### src/rtl/packet_assembler.sv
// HDMI data-island packet serializer: 24-bit header + four 56-bit subpackets into 32 slots of 9 bits.
// Define HDMI_PACKET_ECC_EN to build the BCH parity LFSRs; otherwise the ECC slots carry zeros.
module packet_assembler (
  input  logic             clk_pixel,
  input  logic             reset,
  input  logic             data_island_period,
  input  logic [23:0]      header,
  input  logic [3:0][55:0] sub,
  output logic [8:0]       packet_data,
  output logic             packet_valid,
  output logic [4:0]       counter,
  output logic             clk_packet
);
  localparam int NUM_LANES = 4;

  logic [4:0]                  c;
  logic [23:0]                 hdr_q;
  logic [NUM_LANES-1:0][55:0]  sub_q;
  logic [23:0]                 hdr_cur;
  logic [NUM_LANES-1:0][55:0]  sub_cur;
  logic [31:0]                 hdr_ext;
  logic                        hbit;
  logic                        hdr_out;
  logic [NUM_LANES-1:0]        lane_even;
  logic [NUM_LANES-1:0]        lane_odd;
  logic                        first_slot;

`ifdef HDMI_PACKET_ECC_EN
  function automatic logic [7:0] bch_step(input logic [7:0] e, input logic b);
    return {1'b0, e[7:1]} ^ ({8{e[0] ^ b}} & 8'h83);
  endfunction
`endif

  // Slot 0 reads the live inputs so back-to-back packets need no bubble.
  assign first_slot = (c == 5'd0);
  assign hdr_cur    = first_slot ? header : hdr_q;
  assign sub_cur    = first_slot ? sub    : sub_q;
  assign hdr_ext    = {8'b0, hdr_cur};
  assign hbit       = hdr_ext[c];

`ifdef HDMI_PACKET_ECC_EN
  logic [7:0] hecc, hecc_in, hecc_nxt;
  assign hecc_in  = first_slot ? 8'h00 : hecc;
  assign hecc_nxt = (c < 5'd24) ? bch_step(hecc_in, hbit) : hecc_in;
  assign hdr_out  = (c < 5'd24) ? hbit : hecc[c[2:0]];

  always_ff @(posedge clk_pixel) begin
    if (reset || !data_island_period) hecc <= 8'h00;
    else                              hecc <= hecc_nxt;
  end
`else
  assign hdr_out = (c < 5'd24) ? hbit : 1'b0;
`endif

  for (genvar k = 0; k < NUM_LANES; k++) begin : g_lane
    logic [63:0] ext;
    logic        ev, od;
    assign ext = {8'b0, sub_cur[k]};
    assign ev  = ext[{c, 1'b0}];
    assign od  = ext[{c, 1'b1}];
`ifdef HDMI_PACKET_ECC_EN
    logic [7:0] ecc, ecc_in, ecc_nxt;
    assign ecc_in  = first_slot ? 8'h00 : ecc;
    assign ecc_nxt = (c < 5'd28) ? bch_step(bch_step(ecc_in, ev), od) : ecc_in;
    assign lane_even[k] = (c < 5'd28) ? ev : ecc[{c[1:0], 1'b0}];
    assign lane_odd[k]  = (c < 5'd28) ? od : ecc[{c[1:0], 1'b1}];

    always_ff @(posedge clk_pixel) begin
      if (reset || !data_island_period) ecc <= 8'h00;
      else                              ecc <= ecc_nxt;
    end
`else
    assign lane_even[k] = (c < 5'd28) ? ev : 1'b0;
    assign lane_odd[k]  = (c < 5'd28) ? od : 1'b0;
`endif
  end

  always_ff @(posedge clk_pixel) begin
    if (reset) begin
      hdr_q <= '0;
      sub_q <= '0;
    end else if (data_island_period && first_slot) begin
      hdr_q <= header;
      sub_q <= sub;
    end
  end

  always_ff @(posedge clk_pixel) begin
    if (reset) begin
      c            <= 5'd0;
      packet_data  <= 9'd0;
      packet_valid <= 1'b0;
      counter      <= 5'd0;
      clk_packet   <= 1'b0;
    end else if (data_island_period) begin
      c            <= c + 5'd1;
      packet_data  <= {lane_odd, lane_even, hdr_out};
      packet_valid <= 1'b1;
      counter      <= c;
      clk_packet   <= (c == 5'd31);
    end else begin
      c            <= 5'd0;
      packet_data  <= 9'd0;
      packet_valid <= 1'b0;
      counter      <= 5'd0;
      clk_packet   <= 1'b0;
    end
  end
endmodule

### config.mk
export PLATFORM = sky130hd
export DESIGN_NAME = packet_assembler
export DESIGN_NICKNAME = d
export VERILOG_FILES = /design/src/rtl/packet_assembler.sv
export SDC_FILE = /design/constraint.sdc
export NUM_CORES = 1
export LEC_CHECK = 0
export CAP_MARGIN = 0
export CORE_UTILIZATION = 45
export CTS_CLUSTER_SIZE = 28
export DETAILED_ROUTE_END_ITERATION = 6
export GPL_TIMING_DRIVEN = 1
export PLACE_DENSITY_LB_ADDON = 0.2
export SLEW_MARGIN = 20
export SYNTH_ARGS = -nofsm -noshare
export SYNTH_HDL_FRONTEND = slang
export SYNTH_SLANG_ARGS = --single-unit
### constraint.sdc
create_clock -name clk_pixel -period 4.05 [get_ports clk_pixel]
set_input_delay 0.6075 -clock clk_pixel [delete_from_list [all_inputs] [get_ports clk_pixel]]
set_output_delay 0.6075 -clock clk_pixel [all_outputs]
set_load 0.005 [all_outputs]
==> implementation parameters, run 1 <==
Parameter                              Value

Die
  Top-level I/O count    267
  Starting density of the core    0.4562
  Horizontal die dimension    around 170 um
  Die footprint    0.02979 mm^2
  Area of the core region    0.02870 mm^2
  Floorplan die height    172.6 um
  Number of core rows    62

Detailed routing
  Initial DRC Count    1,404
  Post-route antenna net violation count    0
  Post-Route WL    43,900 um
  Via count    about 13,000
  Detailed Routing Iterations Pass 1    5
  Number of remaining DRC errors    0
  Routed length per placed instance    19.20 um
  Ratio of routed vias to standard cells    5.706

Critical path
  Category of the worst setup path launch point    flop
  Critical path type    reg -> reg
  Worst path arrival time    about 3.6 ns
  Category of the worst setup path capture point    flop
  Maximum fanout encountered on the critical timing path    53
  Required time at the endpoint of the critical path    around 4.5 ns

Yosys
  Dominant register cell in the synthesized netlist    sky130_fd_sc_hd__dfxtp_1
  Count of warnings emitted by yosys    0
  Dominant cell by count in the synthesized netlist    sky130_fd_sc_hd__nand2_1
  Number of register bits inferred by synthesis    269
  Post-synthesis async set-or-reset flop share    0
  Post-synthesis instance area    0.01310 mm^2
  Nets in the synthesized netlist    1,943
  Fraction of synthesized cell area taken by the top area cell type    0.4112
  Top post-synthesis cells by count    sky130_fd_sc_hd__nand2_1 (645), sky130_fd_sc_hd__a21oi_1 (279), sky130_fd_sc_hd__dfxtp_1 (269)
  Number of enable flip-flop cells after synthesis    0
  Avg Inst Size Synth    a little under 8 um^2
  Leading area contributor after synthesis    sky130_fd_sc_hd__dfxtp_1
  Leading cell types by total area after synthesis    sky130_fd_sc_hd__dfxtp_1 (41%), sky130_fd_sc_hd__nand2_1 (18%), sky130_fd_sc_hd__a21oi_1 (11%), sky130_fd_sc_hd__mux4_2 (6.4%), sky130_fd_sc_hd__mux2i_1 (5.7%)
  Sequential element share of the synthesized area    0.4112
  Synth unique cells    51
  Gate count of the mapped netlist    1,689

Clock tree
  Hold Buf Count CTS    0
  Clk sink count    269
  Post-CTS setup buffer count    0
  TritonCTS buffer count    30
  TritonCTS clock tree    yes
  Worst-path clk slew    about 0.06 ns
  Skew-Pair Late Insertion Delay    0.56 ns
  Post-CTS Resized    0
  Buffer type at the clock tree root    sky130_fd_sc_hd__clkbuf_16
  Max Root-Sink Buffers    3
  Number of levels the H-tree was split into    1

STA
  Fin. Hold Viols    0
  Maximum clock frequency    319.4 MHz
  Post-route fraction of the period consumed by the critical path    0.7731
  Final setup vio count    0
  Slew HR    0.2723
  Max Slew Vio Count    0
  Slew at the pin with the worst max-slew slack    1.092 ns
  Sum Neg Setup Slack    0 ns
  Minimum setup slack in the final design    0.9190 ns
  Clock period minus worst slack    3.131 ns
  Unrepaired setup endpoints after global routing    false
  Final worst clock skew    0.01683 ns

Global routing
  Largest net degree at the start of global routing    121
  Grt met3 use    0.04442
  First-pass GRT wire length    68,200 um
  Total GRT Usage    0.2868
  Aggregate global routing overflow    0
  Highest-utilization routing layer at the global route stage    met2
  Via count of the first global-routing pass    12,020
  Met2 usage in global routing    0.4603
  Initial antenna violation count    2
  Met1 Use GR    0.3995

Placement
  Post-placement setup slack    0.9452 ns
  Weighted congestion at the end of routability-driven global placement    0.8920
  Hpwl dp    approximately 30,000 um
  PortBufs    approximately 270

Layout
  Fillcell total    2,594
  Share of post-route cells with drive strength above 1    0.06684
  Area Overhead vs Synth    28.51%
  Number of nets in the finished design    2,131

Status
  Run status    completed

Power and ir drop
  Power Density    403.5 mW/mm^2
  IR Drop Worst-Case VDD    0.2752 mV
  Leakage    6.406 nW

Worst hold path
  Worst min path class    reg -> reg

Job
  Number of maximum-capacitance constraint violations    0
-- cells by family (layout without fill, tap and decap cells) --
logic type,Yosys count,count (layout),share of synthesized area
XOR/XNOR,2,2,0.001338
multiplexers,112,112,0.1211
adder cells (fa/ha/maj),3,3,0.002867
AO/OA/AOI/OAI,382,382,0.1625
other,0,2,0
AND/OR/NAND/NOR,777,777,0.2409
buffers and inverters,144,355,0.06010
flip-flops,269,269,0.4112
-- per-stage QoR --
| step | area [um^2] | util | hold WS, ns | total power (W) | instances |
|---|---|---|---|---|---|
| 2_1_floorplan | 13100 | - | 0.4318 | 0.003581 | 1689 |
| 3_3_place_gp | 15820 | 0.5511 | 0.4382 | 0.004049 | 2229 |
| 3_5_place_dp | 15820 | 0.5511 | 0.4430 | 0.004065 | 2229 |
| 4_1_cts | 16820 | 0.5861 | 0.4511 | 0.006805 | 2284 |
| 5_1_grt | 16830 | 0.5862 | 0.4659 | 0.007042 | 2285 |
| 6_report | 16830 | 0.5863 | 0.4513 | 0.006791 | 2286 |
-- layout make-up --
cell class	instances	area, um^2	area share
clock inverter	12	146.4	0.008699
inverter	5	18.77	0.001115
timing repair buffer	295	2972	0.1766
sequential	269	5390	0.3203
tap	384	480.5	0.02855
antenna	2	5.005	0.0002974
clock buffer	43	859.6	0.05108
multi-input combinational	1276	6957	0.4134
-- critical path, cell delays in order (launching register included) --
cell and delay (ns):
sky130_fd_sc_hd__dfxtp_4 0.34, sky130_fd_sc_hd__buf_4 0.63, sky130_fd_sc_hd__buf_4 0.65, sky130_fd_sc_hd__mux4_2 0.41
sky130_fd_sc_hd__a211oi_2 0.25, sky130_fd_sc_hd__a31oi_1 0.14, sky130_fd_sc_hd__or4_1 0.54
-- worst paths after layout --
| path | slack, ns | cells past startpoint | startpoint | endpoint |
|---|---|---|---|---|
| min reg2reg | 0.45 | 2 | sub_q[137] | sub_q[137] |
| max | 0.92 | 6 | c[0] | packet_data[8] |
| max reg2reg | 0.92 | 6 | c[0] | packet_data[8] |
| min | 0.45 | 2 | sub_q[137] | sub_q[137] |
-- sequential cells by signal, indices dropped and copies added (netlist names) --
name and cells:
c 5, clk_packet 1, counter 5, hdr_q 24, packet_data 9, packet_valid 1, sub_q 224
-- cell usage in the layout, fill, tap and decap left out, types with 6 or more instances in the layout --
cell type | Yosys | routed
sky130_fd_sc_hd__mux4_2 | 37 | 37
sky130_fd_sc_hd__mux2i_1 | 74 | 74
sky130_fd_sc_hd__o2bb2ai_1 | 6 | 6
sky130_fd_sc_hd__or3_1 | 6 | 6
sky130_fd_sc_hd__clkbuf_1 | 51 | 7
sky130_fd_sc_hd__dfxtp_1 | 269 | 267
sky130_fd_sc_hd__clkinv_2 | 0 | 8
sky130_fd_sc_hd__nand4_1 | 13 | 13
sky130_fd_sc_hd__buf_12 | 0 | 7
sky130_fd_sc_hd__buf_4 | 26 | 22
sky130_fd_sc_hd__nand2_1 | 645 | 644
sky130_fd_sc_hd__o22ai_1 | 19 | 19
sky130_fd_sc_hd__and3_1 | 6 | 6
sky130_fd_sc_hd__a211oi_1 | 9 | 9
sky130_fd_sc_hd__a32oi_1 | 9 | 9
sky130_fd_sc_hd__nor2b_1 | 7 | 7
sky130_fd_sc_hd__a21oi_1 | 279 | 279
sky130_fd_sc_hd__nand3_1 | 51 | 51
sky130_fd_sc_hd__nor4_1 | 6 | 6
sky130_fd_sc_hd__clkdlybuf4s50_1 | 0 | 265
sky130_fd_sc_hd__a31oi_1 | 7 | 7
sky130_fd_sc_hd__nor2_1 | 24 | 22
sky130_fd_sc_hd__clkbuf_8 | 0 | 7
sky130_fd_sc_hd__o2111ai_1 | 6 | 6
sky130_fd_sc_hd__o211ai_1 | 7 | 7
sky130_fd_sc_hd__clkbuf_16 | 0 | 30
sky130_fd_sc_hd__o21ai_0 | 21 | 21
-- routing by layer --
metal / up-vias / part of all wire / wire length (um)
li1: 6141 / - / -
met1: 6175 / 0.42 / 18620
met2: 652 / 0.46 / 20270
met3: 75 / 0.087 / 3805
met4: 0 / 0.028 / 1209
met5: - / 0 / 0
-- report_power, final --
group	switching, W	internal [W]
Sequential	0.0000804	0.00281
Clock	0.00111	0.00166
Combinational	0.000607	0.000526
Note: power is estimated with default switching activity, not from simulation.
==> run 2: changes to the inputs <==
==> constraint.sdc (replaced) <==
create_clock -name clk_pixel -period 2.62 [get_ports clk_pixel]
set_input_delay 0.393 -clock clk_pixel [delete_from_list [all_inputs] [get_ports clk_pixel]]
set_output_delay 0.393 -clock clk_pixel [all_outputs]
set_load 0.005 [all_outputs]
==> run 2 against run 1 <==
  * Cell count rose by 1.9%
  * Sequential share of layout area shrank 1.0 points
  * Combinational power rose by 63%
  * Routed wire length rose by 0.18%
  * Sequential power grew 54%
  * Largest power group unchanged
  * Worst hold slack worse by 0.12 ns
  * Via count up 0.88%
  * Cell area increased by 3.2%
  * Flip-flop and latch count is the same
  * Non-clock buffer count grew 48
==> implementation parameters, run 2 (same netlist as run 1, synthesis figures left out) <==
Parameter                              Value

Status
  Run status    completed

Global routing
  Initial antenna violation count    2 (unchanged)
  Via count of the first global-routing pass    12,235 (+1.8%)
  Total GRT Usage    0.2865 (-0.0003473)
  First-pass GRT wire length    67,840 um (-0.53%)
  Aggregate global routing overflow    0 (unchanged)
  Largest net degree at the start of global routing    160 (+32%)

Detailed routing
  Post-route antenna net violation count    0 (unchanged)
  Via count    13,158 (+0.88%)
  Routed length per placed instance    18.88 um (-1.7%)
  Number of remaining DRC errors    0 (unchanged)
  Initial DRC Count    1,435 (+2.2%)
  Post-Route WL    43,980 um (+0.18%)
  Ratio of routed vias to standard cells    5.650 (-0.98%)
  Detailed Routing Iterations Pass 1    5 (unchanged)

Power and ir drop
  Sw power    0.002724 W (+52%)
  Portion of total power attributed to combinational logic    0.179 (+0.012)
  Power Internal    0.007607 W (+52%)
  Pwr Total    0.01033 W (+52%)
  IR Drop Worst-Case VDD    0.4459 mV (+62%)
  Leakage    6.681 nW (+4.3%)
  Power share of the clock group    0.389 (-0.019)
  Power Density    594.7 mW/mm^2 (+47%)
  Proportion of total power due to net switching    0.2637 (-0.001028)
  Part of the total power dissipated in sequential elements    0.432 (+0.007)

Critical path
  Origin of the critical flop-to-flop path    c[1]
  Critical path type    reg -> reg
  Maximum fanout encountered on the critical timing path    22 (-58%)
  Category of the worst setup path capture point    flop
  Cell-by-cell trace of the critical path    buf_4 -> buf_4 -> a21o_1 -> buf_4 -> o22ai_1 -> a32oi_1 -> nor3_1 -> or3_1
  Category of the worst setup path launch point    flop
  Most Frequent Cell on Critical Path    sky130_fd_sc_hd__buf_4
  Required time at the endpoint of the critical path    3.05 ns (-1.43 ns)
  Worst r2r dst    packet_data[5]
  Slowest CP cell    sky130_fd_sc_hd__a21o_1
  Number of cells on the worst reg-to-reg path    8 (+2)
  Worst path arrival time    3.02 ns (-0.54 ns)
  Worst-case register-to-register setup slack    0.03 ns (-0.89 ns)
  Stage delay of the slowest cell on the critical path    0.52 ns (-0.13 ns)

STA
  Sum Neg Setup Slack    0 ns (unchanged)
  Unrepaired setup endpoints after global routing    true
  Final setup vio count    0 (unchanged)
  Slew HR    0.3815 (+0.1092)
  Max Slew Vio Count    0 (unchanged)
  Maximum clock frequency    386.3 MHz (+21%)
  Post-route fraction of the period consumed by the critical path    0.9880 (+0.2149)
  Fin. Hold Viols    0 (unchanged)
  Final worst clock skew    0.007880 ns (-0.008954 ns)
  Slew at the pin with the worst max-slew slack    0.9278 ns (-0.1638 ns)
  Clock period minus worst slack    2.589 ns (-0.5424 ns)

Clock tree
  Max Root-Sink Buffers    3 (unchanged)
  Number of levels the H-tree was split into    1 (unchanged)
  TritonCTS clock tree    yes
  Clk sink count    269 (unchanged)
  Worst-path clk slew    0.06 ns (about the same)
  Buffer type at the clock tree root    sky130_fd_sc_hd__clkbuf_16
  TritonCTS buffer count    29 (-3.3%)
  Hold Buf Count CTS    0 (unchanged)
  Skew-Pair Late Insertion Delay    0.55 ns (about the same)

Layout
  Number of nets in the finished design    2,178 (+2.2%)
  Share of post-route cells with drive strength above 1    0.09676 (+0.02992)
  Largest registers    sub_q x224, hdr_q x24, packet_data x9
  Area Overhead vs Synth    32.66%
  Number of flip-flops under the largest register name    224 (unchanged)
  Most frequent cells in the layout    sky130_fd_sc_hd__nand2_1 (644), sky130_fd_sc_hd__a21oi_1 (274), sky130_fd_sc_hd__dfxtp_1 (267)
  Register containing the most flip-flops in the final layout    sub_q
  Most frequent standard cell in the layout excluding fill and tap cells    sky130_fd_sc_hd__nand2_1

Die
  Area of the core region    0.02870 mm^2 (unchanged)
  Top-level I/O count    267 (unchanged)
  Starting density of the core    0.4562 (unchanged)
  Number of core rows    62 (unchanged)
  Horizontal die dimension    172.6 um (unchanged)
  Die footprint    0.02979 mm^2 (unchanged)
  Floorplan die height    172.6 um (unchanged)

Worst hold path
  Hold Crit Start    reset
  Worst min path class    in -> reg
  Hold Path End    c[0]
  Min-Delay Path Depth    4 (+2)

Job
  Number of maximum-capacitance constraint violations    0 (unchanged)

Placement
  Hpwl dp    29,490 um (-0.44%)
  Weighted congestion at the end of routability-driven global placement    0.8647 (-3.1%)
  PortBufs    266 (unchanged)
run 2: cell types whose count changed in the layout (fill, tap and decap cells not counted), sizes merged:
cell,change
buf,+46
clkinv,-5
clkbuf,+3
bufinv,-2
inv,+1
run 2: power groups by stage:
stage	clock network, W	registers, W	logic, W
2_1_floorplan	0	0.00451	0.00104
3_3_place_gp	0	0.00454	0.00175
3_5_place_dp	0	0.00455	0.00177
4_1_cts	0.00408	0.00446	0.00180
5_1_grt	0.00424	0.00449	0.00199
6_report	0.00402	0.00446	0.00184
run 2: worst max-delay path by stage:
stage	cells after the start	to	startpoint	slack [ns]
2_1_floorplan	13	packet_data[1]	c[1]	-0.07
3_3_place_gp	11	packet_data[6]	c[0]	-0.08
3_5_place_dp	11	packet_data[6]	c[0]	-0.12
4_1_cts	10	packet_data[4]	c[0]	0.02
5_1_grt	12	packet_data[4]	c[0]	-0.06
6_report	8	packet_data[5]	c[1]	0.03
run 2: cell type report:
cell class,count,area [um^2]
clock buffer,44,872.1
multi-input combinational,1276,7048
inverter,5,21.27
timing repair buffer,343,3500
clock inverter,6,55.05
tap,384,480.5
sequential,269,5390
fill,2553,11330
antenna,2,5.005
run 2: per-stage QoR:
stage | instance area [um^2] | std cells | hold WS, ns | worst slack (ns) | util
3_5_place_dp | 16200 | 2268 | 0.4456 | -0.1180 | 0.5644
3_3_place_gp | 16200 | 2268 | 0.4385 | -0.08485 | 0.5644
2_1_floorplan | 13190 | 1689 | 0.4318 | -0.07485 | -
6_report | 17370 | 2329 | 0.3333 | 0.03138 | 0.6052
4_1_cts | 17180 | 2320 | 0.3180 | 0.01552 | 0.5985
5_1_grt | 17370 | 2329 | 0.3426 | -0.06473 | 0.6052
run 2: what timing repair did:
item,CTS,global route
buffers inserted,1,5
setup endpoints to repair,9,44
cloned,1,2
gates resized for setup,2,27
pin swaps,1,5
run 2: critical path: cells and delay by family, from the launching register on:
| family | cells | cell delay, ns |
|---|---|---|
| AND/OR/NAND/NOR | 2 | 0.41 |
| buffers and inverters | 3 | 0.93 |
| AO/OA/AOI/OAI | 3 | 0.80 |
| flip-flops | 1 | 0.33 |
run 2: metal layers:
metal,GRT usage,part of all wire
met3,0.03518,0.071
met2,0.4491,0.46
met1,0.4036,0.44
met5,0,0
met4,0.1064,0.032
